--- src/rtl/mem_arbiter_pkg.sv ---
// Shared widths, encodings and helpers for the memory arbiter.
// Latency: n/a (types, constants and pure functions only).
// Backpressure: n/a.
package mem_arbiter_pkg;

  localparam int AddrLen = 32;
  localparam int RegLen  = 32;
  localparam int QtyLen  = 3;

  // Access sizes understood by the memory controller (bytes).
  localparam logic [QtyLen-1:0] QtyByte = 3'd1;
  localparam logic [QtyLen-1:0] QtyHalf = 3'd2;
  localparam logic [QtyLen-1:0] QtyWord = 3'd4;

  typedef enum logic [1:0] {
    ST_IDLE = 2'd0,
    ST_BUSY = 2'd1,
    ST_RESP = 2'd2
  } state_e;

  // Owner IDs double as the value driven on the owner port.
  typedef enum logic [1:0] {
    OWN_NONE  = 2'd0,
    OWN_FETCH = 2'd1,
    OWN_LOAD  = 2'd2,
    OWN_STORE = 2'd3
  } owner_e;

  // Command latched on grant and presented to the memory controller.
  typedef struct packed {
    logic [AddrLen-1:0] addr;
    logic               rw;
    logic [QtyLen-1:0]  qty;
    logic [RegLen-1:0]  wdata;
  } mc_cmd_t;

  // Anything that is not a byte or halfword access is treated as a word.
  function automatic logic [QtyLen-1:0] norm_qty(input logic [QtyLen-1:0] q);
    if (q == QtyByte || q == QtyHalf) begin
      return q;
    end
    return QtyWord;
  endfunction

  // Zero read-data bytes above the access size.
  function automatic logic [RegLen-1:0] mask_rdata(input logic [RegLen-1:0] d,
                                                   input logic [QtyLen-1:0] q);
    case (q)
      QtyByte: return {{(RegLen-8){1'b0}}, d[7:0]};
      QtyHalf: return {{(RegLen-16){1'b0}}, d[15:0]};
      default: return d;
    endcase
  endfunction

endpackage

--- src/rtl/mem_arb_prio.sv ---
// Picks the IDLE-cycle winner: store > load > fetch, with an aged fetch jumping the queue.
// Latency: purely combinational, zero cycles.
// Backpressure: none; a flush in the same cycle makes fetch ineligible.
module mem_arb_prio
  import mem_arbiter_pkg::*;
(
  input  logic   st_req_i,
  input  logic   ld_req_i,
  input  logic   if_req_i,
  input  logic   flush_i,
  input  logic   age_full_i,
  output owner_e winner_o
);

  logic fetch_ok;

  // A flushing front end must not start a fetch that would be thrown away.
  assign fetch_ok = if_req_i && !flush_i;

  // Fixed priority, overridden by a starving fetch.
  always_comb begin
    winner_o = OWN_NONE;
    if (fetch_ok && age_full_i) begin
      winner_o = OWN_FETCH;
    end else if (st_req_i) begin
      winner_o = OWN_STORE;
    end else if (ld_req_i) begin
      winner_o = OWN_LOAD;
    end else if (fetch_ok) begin
      winner_o = OWN_FETCH;
    end
  end

endmodule

--- src/rtl/mem_arbiter.sv ---
// Arbitrates fetch/load/store requesters onto one memory-controller port.
// Latency: grant in IDLE, mc_req next cycle, done pulse one cycle after mc_done (3 cycles minimum).
// Backpressure: requesters wait on their done pulse; rdy=0 freezes the whole block.
module mem_arbiter
  import mem_arbiter_pkg::*;
#(
  parameter int AGE_LIMIT = 8
) (
  input  logic               clk,
  input  logic               rst,
  input  logic               rdy,
  input  logic               flush,
  // fetch requester
  input  logic               if_req,
  input  logic [AddrLen-1:0] if_addr,
  output logic               if_done,
  output logic [RegLen-1:0]  if_data,
  // load requester
  input  logic               ld_req,
  input  logic [AddrLen-1:0] ld_addr,
  input  logic [QtyLen-1:0]  ld_qty,
  output logic               ld_done,
  output logic [RegLen-1:0]  ld_data,
  // store requester
  input  logic               st_req,
  input  logic [AddrLen-1:0] st_addr,
  input  logic [QtyLen-1:0]  st_qty,
  input  logic [RegLen-1:0]  st_data,
  output logic               st_done,
  // memory controller
  output logic               mc_req,
  output logic [AddrLen-1:0] mc_addr,
  output logic               mc_rw,
  output logic [QtyLen-1:0]  mc_qty,
  output logic [RegLen-1:0]  mc_wdata,
  input  logic               mc_done,
  input  logic [RegLen-1:0]  mc_rdata,
  // current grant
  output logic [1:0]         owner
);

  localparam int AgeW = (AGE_LIMIT < 1) ? 1 : $clog2(AGE_LIMIT + 1);
  localparam logic [AgeW-1:0] AgeMax = AgeW'(AGE_LIMIT);

  state_e             state_q,   state_d;
  owner_e             owner_q,   owner_d;
  mc_cmd_t            cmd_q,     cmd_d;
  logic [AgeW-1:0]    age_q,     age_d;
  logic               discard_q, discard_d;
  logic               if_done_q, if_done_d;
  logic               ld_done_q, ld_done_d;
  logic               st_done_q, st_done_d;
  logic [RegLen-1:0]  if_data_q, if_data_d;
  logic [RegLen-1:0]  ld_data_q, ld_data_d;

  owner_e             winner;
  logic               age_full;
  logic               fetch_flushed;

  assign age_full      = (age_q == AgeMax);
  // Flush only ever cancels a fetch; loads and stores run to completion.
  assign fetch_flushed = flush && (owner_q == OWN_FETCH);

  mem_arb_prio u_prio (
    .st_req_i   (st_req),
    .ld_req_i   (ld_req),
    .if_req_i   (if_req),
    .flush_i    (flush),
    .age_full_i (age_full),
    .winner_o   (winner)
  );

  // Next-state, command capture, response capture and fetch aging.
  always_comb begin
    state_d   = state_q;
    owner_d   = owner_q;
    cmd_d     = cmd_q;
    age_d     = age_q;
    discard_d = discard_q;
    if_done_d = if_done_q;
    ld_done_d = ld_done_q;
    st_done_d = st_done_q;
    if_data_d = if_data_q;
    ld_data_d = ld_data_q;

    // With rdy low every register keeps its value, including done pulses.
    if (rdy) begin
      if_done_d = 1'b0;
      ld_done_d = 1'b0;
      st_done_d = 1'b0;

      // A fetch that is no longer asking has nothing to starve.
      if (!if_req) begin
        age_d = '0;
      end

      unique case (state_q)
        ST_IDLE: begin
          discard_d = 1'b0;
          if (winner != OWN_NONE) begin
            state_d = ST_BUSY;
            owner_d = winner;
            case (winner)
              OWN_FETCH: cmd_d = '{addr: if_addr, rw: 1'b0, qty: QtyWord,
                                   wdata: '0};
              OWN_LOAD:  cmd_d = '{addr: ld_addr, rw: 1'b0, qty: norm_qty(ld_qty),
                                   wdata: '0};
              OWN_STORE: cmd_d = '{addr: st_addr, rw: 1'b1, qty: norm_qty(st_qty),
                                   wdata: st_data};
              default:   cmd_d = cmd_q;
            endcase
            // Fetch was waiting and someone else got the port: it ages.
            if (if_req) begin
              if (winner == OWN_FETCH) begin
                age_d = '0;
              end else if (!age_full) begin
                age_d = age_q + AgeW'(1);
              end
            end
          end
        end

        ST_BUSY: begin
          if (fetch_flushed) begin
            discard_d = 1'b1;
          end
          if (mc_done) begin
            state_d = ST_RESP;
            case (owner_q)
              OWN_FETCH: begin
                // A flush arriving with mc_done kills the result as well.
                if (!discard_q && !flush) begin
                  if_done_d = 1'b1;
                  if_data_d = mask_rdata(mc_rdata, cmd_q.qty);
                end
              end
              OWN_LOAD: begin
                ld_done_d = 1'b1;
                ld_data_d = mask_rdata(mc_rdata, cmd_q.qty);
              end
              OWN_STORE: begin
                st_done_d = 1'b1;
              end
              default: begin
              end
            endcase
          end
        end

        ST_RESP: begin
          // The done pulse is visible this cycle; the grant ends here.
          state_d   = ST_IDLE;
          owner_d   = OWN_NONE;
          discard_d = 1'b0;
        end

        default: begin
          state_d = ST_IDLE;
          owner_d = OWN_NONE;
        end
      endcase
    end
  end

  // State and datapath registers; reset abandons any transaction in flight.
  always_ff @(posedge clk or negedge rst) begin
    if (!rst) begin
      state_q   <= ST_IDLE;
      owner_q   <= OWN_NONE;
      cmd_q     <= '0;
      age_q     <= '0;
      discard_q <= 1'b0;
      if_done_q <= 1'b0;
      ld_done_q <= 1'b0;
      st_done_q <= 1'b0;
      if_data_q <= '0;
      ld_data_q <= '0;
    end else begin
      state_q   <= state_d;
      owner_q   <= owner_d;
      cmd_q     <= cmd_d;
      age_q     <= age_d;
      discard_q <= discard_d;
      if_done_q <= if_done_d;
      ld_done_q <= ld_done_d;
      st_done_q <= st_done_d;
      if_data_q <= if_data_d;
      ld_data_q <= ld_data_d;
    end
  end

  assign mc_req   = (state_q == ST_BUSY);
  assign mc_addr  = cmd_q.addr;
  assign mc_rw    = cmd_q.rw;
  assign mc_qty   = cmd_q.qty;
  assign mc_wdata = cmd_q.wdata;
  assign owner    = owner_q;
  assign if_done  = if_done_q;
  assign ld_done  = ld_done_q;
  assign st_done  = st_done_q;
  assign if_data  = if_data_q;
  assign ld_data  = ld_data_q;

endmodule

--- config.mk ---
export PLATFORM = sky130hd
export DESIGN_NAME = mem_arbiter
export DESIGN_NICKNAME = d
export VERILOG_FILES = /design/src/rtl/mem_arbiter_pkg.sv /design/src/rtl/mem_arb_prio.sv /design/src/rtl/mem_arbiter.sv
export SDC_FILE = /design/constraint.sdc
export NUM_CORES = 1
export LEC_CHECK = 0
export CAP_MARGIN = 20
export CORE_MARGIN = 3
export CORE_UTILIZATION = 40
export CTS_CLUSTER_DIAMETER = 40
export DETAILED_ROUTE_END_ITERATION = 8
export PLACE_DENSITY = 0.8
export SLEW_MARGIN = 20
export SYNTH_ARGS = -nofsm -noshare
export SYNTH_HDL_FRONTEND = slang
export SYNTH_SLANG_ARGS = --single-unit
--- constraint.sdc ---
create_clock -name clk -period 3.62 [get_ports clk]
set_clock_uncertainty 0.15 [all_clocks]
set_input_delay 0.724 -clock clk [delete_from_list [all_inputs] [get_ports clk]]
set_output_delay 0.724 -clock clk [all_outputs]
set_load 0.03 [all_outputs]
---- Word-level counts from Yosys, hierarchy flattened ----
Index checks and enable logic that the tools add are counted.
W data, S select, Z words.
storage, ports and cells
  bits in registers ....................... 144
  bits of input ports ..................... 174
  output and inout bits ................... 138
  word-level logic and storage cells ...... 95
cells by class
  add/sub/neg operators ................... 1
  eq/ne operators ......................... 18
  muxes and demuxes ....................... 43
  bitwise operators ....................... 1
  reduce and logical (&&, ||, !) cells .... 19
operator list
  operator               number
  $pmux W68 S3           1
  $pmux W32 S2           1
  $mux W4                6
  $mux W1                22
  $mux W2                6
  $mux W3                4
  $eq A2 B2 Y1 const B   5
  $eq A3 B1 Y1 const B   3
  $eq A3 B2 Y1 const B   3
  $reduce_and A3 Y1      3
  $pmux W2 S2            2
  $reduce_and A4 Y1      2
  $eq A2 B1 Y1 const B   3
  $reduce_and A5 Y1      1
  $add A4 B1 Y4 const B  1
  $eq A4 B4 Y1 const B   1
  $logic_and A1 B1 Y1    4
  $ne A2 B1 Y1 const B   2
  $reduce_bool A2 Y1     2
  $reduce_bool A3 Y1     1
  $logic_not A1 Y1       2
  $logic_not A2 Y1       1
  $logic_or A1 B1 Y1     2
  $ne A2 B2 Y1 const B   1
  other kinds (3)        3

---- Longest topological paths before layout ----
Gate-level depths: netlist of the first run.
  depth after elaboration ................. 13
  mapped depth ............................ 7
  gate-level depth less buffers ........... 6

---- Modules after synthesis ----
A second synthesis of the first run with hierarchy kept.
second synthesis, totals
  cells, all modules ...................... 535
  area total of the unflattened synthesis .. 6538.8 µm²
modules (own cells, without submodules)
  module        instances  cells each  area each (µm²)  sequential area each (µm²)
  mem_arbiter   1          530         6502.5           3603.5
  mem_arb_prio  1          5           36.3             0.0

---- Worst setup path after synthesis of the first run ----
Ideal clock, no wire load.
  path type ............................... input port to flip-flop
  from .................................... in rdy
  to ...................................... reg cmd_q, in the netlist mc_wdata[10]
  library setup time ...................... 121 ps
  arrival ................................. 1949 ps
  required time ........................... 3349 ps
  setup slack ............................. 1400 ps
  stages .................................. 6
  buffers on the path ..................... 3
  cell sequence ........................... buf_6 -> or3b_4 -> buf_6 -> a21o_4 -> buf_2 -> a22o_1
on the way
  cells in the longest elaborated chain, start to end .. 1
ends and longest elaborated chain
  element                      RTL line            RTL
  start: declaration           mem_arbiter.sv:11   input logic rdy,
  $reduce_and A4 Y1 (no line)  --
  end signal: assignment       mem_arbiter.sv:181  cmd_q <= cmd_d;
  end: declaration             mem_arbiter.sv:47   mc_cmd_t cmd_q, cmd_d;
Every way passes these cells.
A chain may end at the register's enable or synchronous reset.

==> impl_metrics.env, run 1 <==
export IMPL_min_path_type="in2async"
export IMPL_diodes=0
export IMPL_maxCapViolCount=0
export IMPL_grt_use_total_pct=21.8
export IMPL_grt_max_degree=80
export IMPL_cts_setup_buffers=0
export IMPL_worstPathRequired_ps=3800
export IMPL_h_tree_depth=4
export IMPL_pre_cts_slack_ps=472
export IMPL_use_met1_pct=26.6
export IMPL_use_met3_pct=6.97
export IMPL_setup_tns_ps=0
export IMPL_worstSetupEndpointType="flop"
export IMPL_die_w_um=131
export IMPL_via_per_inst=5.13
export IMPL_critical_path_slowest_cell="clkdlybuf4s50_1"
export IMPL_synthMuxAreaShare_pct=2.87
export IMPL_status="finished, final reports clean"
export IMPL_max_slew_margin_pct=50.6
export IMPL_die_area_um2=17200
export IMPL_grt_pass1_vias=5775
export IMPL_layout_setup_ws_ps=922
export IMPL_ys_async_sr_fraction_pct=100
export IMPL_syn_to_final_growth_pct=61.6
export IMPL_crit_arrival_ps=2880
export IMPL_netlist_area_um2=6280
export IMPL_synth_compound_area_share_pct=24.7
export IMPL_finalSetupViolations=0
export IMPL_portBuffers=311
export IMPL_core_area_um2=15300
export IMPL_synth_top_family_by_area="compound AO/OA/AOI/OAI gates"
export IMPL_period_needed_ps=2700
export IMPL_ys_flop_type="dfrtp_1"
export IMPL_critPathBufInv=1
export IMPL_synthSimpleGateAreaFrac_pct=9.84
export IMPL_syn_instance_count=569
export IMPL_finalHoldViolCount=0
export IMPL_synthAdderAreaFrac_pct=0.398
export IMPL_critPathLaunchType="input port"
export IMPL_cts_tree="built"
export IMPL_synth_seq_cells=144
export IMPL_antenna_found_initial=0
export IMPL_first_pass_iters=4
export IMPL_synth_cell_type_count=45
export IMPL_worst_slew_pin_slew_ps=741
export IMPL_drv_slew=0
export IMPL_rsz0062_at_grt="no"
export IMPL_cts_resized=0
export IMPL_grt_ovfl_total=0
export IMPL_drc=0
export IMPL_ant_nets=0
export IMPL_multi_input_comb_area_um2=2400
export IMPL_dieHeight_um=131
export IMPL_power_mw=8.36
export IMPL_register_area_um2=3600
export IMPL_synth_edff_count=0
export IMPL_wl_um=18800
export IMPL_critPathMaxFanout=38
export IMPL_seq_area_frac_synth_pct=57.3
export IMPL_clock_path_buffers=2
export IMPL_synthXorXnorAreaFrac_pct=0.279
export IMPL_rows=45
export IMPL_yosys_warnings=0
export IMPL_synth_fp_nets=745
export IMPL_slowest_delay_ps=650
export IMPL_dp_hpwl_um=13900
export IMPL_p_leak_nw=4.31
export IMPL_place_congestion=0.774
export IMPL_num_fill_cells=1218
export IMPL_min_period_over_period_pct=74.5
export IMPL_crit_family="compound AO/OA/AOI/OAI gates"
export IMPL_critical_path_class="in2reg"
export IMPL_busiest_layer="met2"
export IMPL_pwr_density_cell_nw_per_um2=823
export IMPL_fmax_ghz=0.371
export IMPL_nets=1041
export IMPL_cts_root_buf="clkbuf_16"
export IMPL_cts_buffers=17
export IMPL_avgSynthCellArea_um2=11.0
export IMPL_grt_use_met2_pct=36.8
export IMPL_cts_sinks=144
export IMPL_drtIter0Drc=237
export IMPL_cts_hold_buf=0
export IMPL_ir_drop_mv=0.422
export IMPL_grt_first_pass_wirelength_um=30500
export IMPL_drive_gt1_share_pct=7.86
export IMPL_clkTransAtPathRegs_ps=60
export IMPL_clock_latency_ps=400
export IMPL_wire_per_inst_um=17.3
export IMPL_start_util_pct=41.2
export IMPL_vias=5588
export IMPL_ioPinCount=312
export IMPL_crit_chain="clkdlybuf4s50_1 > or3b_4 > a2111oi_4 > a41oi_1 > a31oi_1"
-- layout make-up --
type                       count  share of cell area (%)
sequential                   144                    35.5
timing repair buffer         325                    32.1
multi-input combinational    368                    23.7
clock buffer                  21                    4.54
tap                          211                    2.60
clock inverter                11                    1.31
inverter                       9                   0.333
-- cell families (layout without fill, tap and decap cells) --
kind of cell	after synthesis	count (layout)
DFF	144	144
and+or+nand+nor	142	142
muxes	16	16
buffers and inverters	57	366
adders and majority gates	2	2
xor gates and xnor gates	2	2
AOI/OAI and AO/OA	206	206
-- layer usage --
metal	routed length (um)	share of wire, %
met5	0	0
met4	397	2.1
met3	1440	7.7
met2	9270	49
met1	7680	41
-- worst register-to-register path, delay by kind of cell, from the launching register on --
family | cells | cell delay [ps]
compound gates | 1 | 320
buf+inv | 2 | 320
flops | 1 | 440
fa+ha+maj | 1 | 180
simple gates | 3 | 720
-- worst paths after layout --
path	slack, ps	from	end	depth (start not counted)
max	920	rdy	age_q[3]$_DFFE_PN0P_	5
min	180	rst	if_data[29]$_DFFE_PN0P_	1
max reg2reg	1380	age_q[0]$_DFFE_PN0P_	mc_addr[8]$_DFFE_PN0P_	7
min reg2reg	320	ld_data[17]$_DFFE_PN0P_	ld_data[17]$_DFFE_PN0P_	2
max in group asynchronous	2310	rst	ld_data[31]$_DFFE_PN0P_	2
min in group clk	320	ld_data[17]$_DFFE_PN0P_	ld_data[17]$_DFFE_PN0P_	2
-- cells in the mapped netlist, types with 2 or more instances --
cell,instances,area (um^2)
a21o_1,2,15.0
nor2_1,38,143
o31ai_1,2,15.0
inv_1,9,33.8
clkbuf_1,29,109
mux2_2,16,180
o21ai_1,4,20.0
a21oi_1,5,25.0
a31oi_1,2,12.5
nor2b_1,4,25.0
nand2b_1,3,18.8
dfrtp_1,144,3600
a22oi_1,34,255
a22o_1,32,280
buf_2,11,55.1
o21a_1,33,248
nand3_1,2,10.0
o32a_1,32,320
buf_6,8,90.1
o21ai_0,50,250
ha_1,2,25.0
nand2_1,83,312
nand3b_1,2,15.0
-- registers in the layout, summed over array words and instances (netlist names) --
name,flops
mc_qty,3
state_q,2
owner,2
if_done,1
st_done,1
discard_q,1
age_q,4
ld_data,32
mc_wdata,32
mc_addr,32
ld_done,1
if_data,32
mc_rw,1
-- per-stage QoR --
stage,hold slack [ps],instance area [um^2],utilization (%),instances
global placement,310,9560,62.6,1057
global route,249,10200,66.5,1089
CTS,222,10200,66.5,1089
floorplan,278,6280,-,569
finish,177,10200,66.5,1089
detailed placement,319,9560,62.6,1057
-- placed cells by master, fill, tap and decap left out, types with 2 or more instances in the layout --
| master | synthesis | routed |
|---|---|---|
| nor2_1 | 38 | 38 |
| dfrtp_1 | 144 | 144 |
| o21a_1 | 33 | 33 |
| nand3b_1 | 2 | 2 |
| clkdlybuf4s50_1 | 0 | 310 |
| a31oi_1 | 2 | 2 |
| o32a_1 | 32 | 32 |
| nor2b_1 | 4 | 3 |
| clkbuf_16 | 0 | 17 |
| o31ai_1 | 2 | 2 |
| ha_1 | 2 | 2 |
| buf_4 | 0 | 11 |
| o21ai_1 | 4 | 4 |
| o21ai_0 | 50 | 50 |
| a22oi_1 | 34 | 34 |
| a22o_1 | 32 | 32 |
| clkbuf_8 | 0 | 2 |
| inv_1 | 9 | 9 |
| clkinv_4 | 0 | 3 |
| nand2_1 | 83 | 83 |
| buf_12 | 0 | 3 |
| nand3_1 | 2 | 2 |
| nand2b_1 | 3 | 3 |
| bufinv_16 | 0 | 2 |
| a21oi_1 | 5 | 5 |
| mux2_2 | 16 | 16 |
| clkinvlp_4 | 0 | 4 |
| clkbuf_1 | 29 | 2 |
| a21o_1 | 2 | 2 |
-- power by group --
| group | switching, mW | internal (mW) | total (mW) |
|---|---|---|---|
| combinational | 2.19 | 1.76 | 3.95 |
| clock | 0.678 | 1.06 | 1.74 |
| sequential | 0.395 | 2.27 | 2.67 |
| total | 3.27 | 5.09 | 8.36 |
Note: power is estimated with default switching activity, not from simulation.
==> inputs of run 2 (changes only) <==
==> constraint.sdc (replaced) <==
create_clock -name clk -period 2.64 [get_ports clk]
set_clock_uncertainty 0.15 [all_clocks]
set_input_delay 0.528 -clock clk [delete_from_list [all_inputs] [get_ports clk]]
set_output_delay 0.528 -clock clk [all_outputs]
set_load 0.03 [all_outputs]
==> run 2 against run 1 <==
  * Critical path depth is 2 lower
  * Worst setup slack worse by 700 ps
  * Non-clock buffer count is 4 higher
  * Highest routed layer unchanged
  * Utilization is 0.69 points higher
  * Clock-buffer cell count is 3 lower
  * Combinational power is 39% higher
  * First-iteration DRC count is 32% lower
  * Critical path type is now reg2out
  * Flip-flop and latch count stayed put
  * Clock power is 40% higher
  * Final cell count is 0.18% higher
==> impl_metrics.env, run 2 (same netlist as run 1, synthesis figures left out) <==
export IMPL_worst_slew_pin_slew_ps=719
export IMPL_place_congestion=0.767
export IMPL_worstPathRequired_ps=1960
export IMPL_use_met3_pct=6.97
export IMPL_crit_family="buffers and inverters"
export IMPL_cts_tree="built"
export IMPL_ioPinCount=312
export IMPL_first_pass_iters=4
export IMPL_fmax_ghz=0.414
export IMPL_ir_drop_mv=0.663
export IMPL_min_path_type="reg2reg"
export IMPL_period_needed_ps=2420
export IMPL_clock_latency_ps=400
export IMPL_syn_to_final_growth_pct=63.2
export IMPL_drv_slew=0
export IMPL_ant_nets=0
export IMPL_worstSetupEndpointType="primary output"
export IMPL_clock_path_buffers=2
export IMPL_status="finished, final reports clean"
export IMPL_max_slew_margin_pct=52.1
export IMPL_slowest_delay_ps=710
export IMPL_start_util_pct=41.2
export IMPL_crit_chain="inv_1 > nor2_1 > clkdlybuf4s50_1"
export IMPL_dp_hpwl_um=13900
export IMPL_drtIter0Drc=162
export IMPL_grt_use_total_pct=22.1
export IMPL_grt_pass1_vias=5804
export IMPL_num_fill_cells=1209
export IMPL_rsz0062_at_grt="no"
export IMPL_h_tree_depth=4
export IMPL_layout_setup_ws_ps=222
export IMPL_p_leak_nw=4.36
export IMPL_use_met1_pct=27.4
export IMPL_critPathMaxFanout=6
export IMPL_critical_path_slowest_cell="clkdlybuf4s50_1"
export IMPL_rows=45
export IMPL_nets=1045
export IMPL_power_mw=11.6
export IMPL_layout_common_cells="clkdlybuf4s50_1, dfrtp_1, nand2_1, o21ai_0, nor2_1"
export IMPL_pwr_density_cell_nw_per_um2=1130
export IMPL_cts_sinks=144
export IMPL_antenna_found_initial=0
export IMPL_clkTransAtPathRegs_ps=60
export IMPL_core_area_um2=15300
export IMPL_busiest_layer="met2"
export IMPL_grt_max_degree=58
export IMPL_portBuffers=311
export IMPL_cts_buffers=17
export IMPL_wire_per_inst_um=17.5
export IMPL_critPathBufInv=2
export IMPL_maxCapViolCount=0
export IMPL_drive_gt1_share_pct=8.07
export IMPL_wl_um=19100
export IMPL_hold_slack_ps=329
export IMPL_finalSetupViolations=0
export IMPL_crit_arrival_ps=1740
export IMPL_critPathLaunchType="flop"
export IMPL_final_common_cell="clkdlybuf4s50_1"
export IMPL_die_w_um=131
export IMPL_min_period_over_period_pct=91.6
export IMPL_diodes=0
export IMPL_pre_cts_slack_ps=144
export IMPL_finalHoldViolCount=0
export IMPL_cts_setup_buffers=0
export IMPL_grt_ovfl_total=0
export IMPL_grt_use_met2_pct=37.1
export IMPL_grt_first_pass_wirelength_um=30800
export IMPL_dieHeight_um=131
export IMPL_setup_tns_ps=0
export IMPL_die_area_um2=17200
export IMPL_drc=0
export IMPL_via_per_inst=5.15
export IMPL_cts_root_buf="clkbuf_16"
export IMPL_critical_path_class="reg2out"
export IMPL_vias=5619
==> run 2: changes by cell type in the layout (fill, tap and decap cells not counted), sizes merged <==
cell,previous run,this run
clkinvlp,4,2
inv,10,12
buf,15,18
bufinv,2,3
dlygate4sd3,0,1
clkbuf,21,18
==> run 2: path summary, 6_finish.rpt <==
check,from,end,slack [ps],depth (start not counted)
worst min register to register,ld_data[20]$_DFFE_PN0P_,ld_data[20]$_DFFE_PN0P_,330,2
worst max register to register,age_q[0]$_DFFE_PN0P_,mc_addr[24]$_DFFE_PN0P_,590,7
worst min-delay path,ld_data[20]$_DFFE_PN0P_,ld_data[20]$_DFFE_PN0P_,330,2
min in group asynchronous,rst,ld_data[7]$_DFFE_PN0P_,490,2
worst max-delay path,state_q[0]$_DFFE_PN0P_,mc_req,220,3
max in group asynchronous,rst,ld_data[26]$_DFFE_PN0P_,1190,3
==> run 2: worst register-to-register path: cells and delay by family (launching register included) <==
family                   cells  cell delay, ps
adder cells (fa/ha/maj)      1             180
AND/OR/NAND/NOR              3             500
buffers and inverters        2             330
AO/OA/AOI/OAI                1             330
flip-flops                   1             430
==> run 2: through the flow <==
| stage | utilization (%) | cell area [um^2] | cells |
|---|---|---|---|
| after global placement | 63.3 | 9660 | 1060 |
| after CTS | 67.2 | 10300 | 1091 |
| after detailed placement | 63.3 | 9660 | 1060 |
| final | 67.2 | 10300 | 1091 |
| after global routing | 67.2 | 10300 | 1091 |
| after floorplan | - | 6280 | 569 |
==> run 2: cell type report <==
cell class | count | area [um^2] | share of cell area [%]
clock inverter | 12 | 161 | 1.57
inverter | 9 | 33.8 | 0.329
sequential | 144 | 3600 | 35.1
clock buffer | 18 | 429 | 4.18
timing repair buffer | 329 | 3360 | 32.8
multi-input combinational | 368 | 2400 | 23.4
tap | 211 | 264 | 2.57
==> run 2: routing by layer <==
metal  part of all wire [%]  wire length (um)  vias up
li1                       -                 -     2667
met1                     42              7940     2698
met2                     49              9400      228
met3                    7.5              1440       26
met4                    1.6               296        0
met5                      0                 0        -
==> run 2: repair_timing <==
action	in CTS	in global routing
hold endpoints to repair	48	0
setup endpoints to repair	0	0
gates resized for setup	0	0
hold buffers	1	0
==> run 2: power breakdown <==
group	total (mW)	leakage, nW	switching, mW	internal (mW)
Sequential	3.68	1.81	0.556	3.12
Clock	2.43	0.285	0.939	1.49
Combinational	5.48	2.27	3.02	2.45
Total	11.6	4.36	4.52	7.06
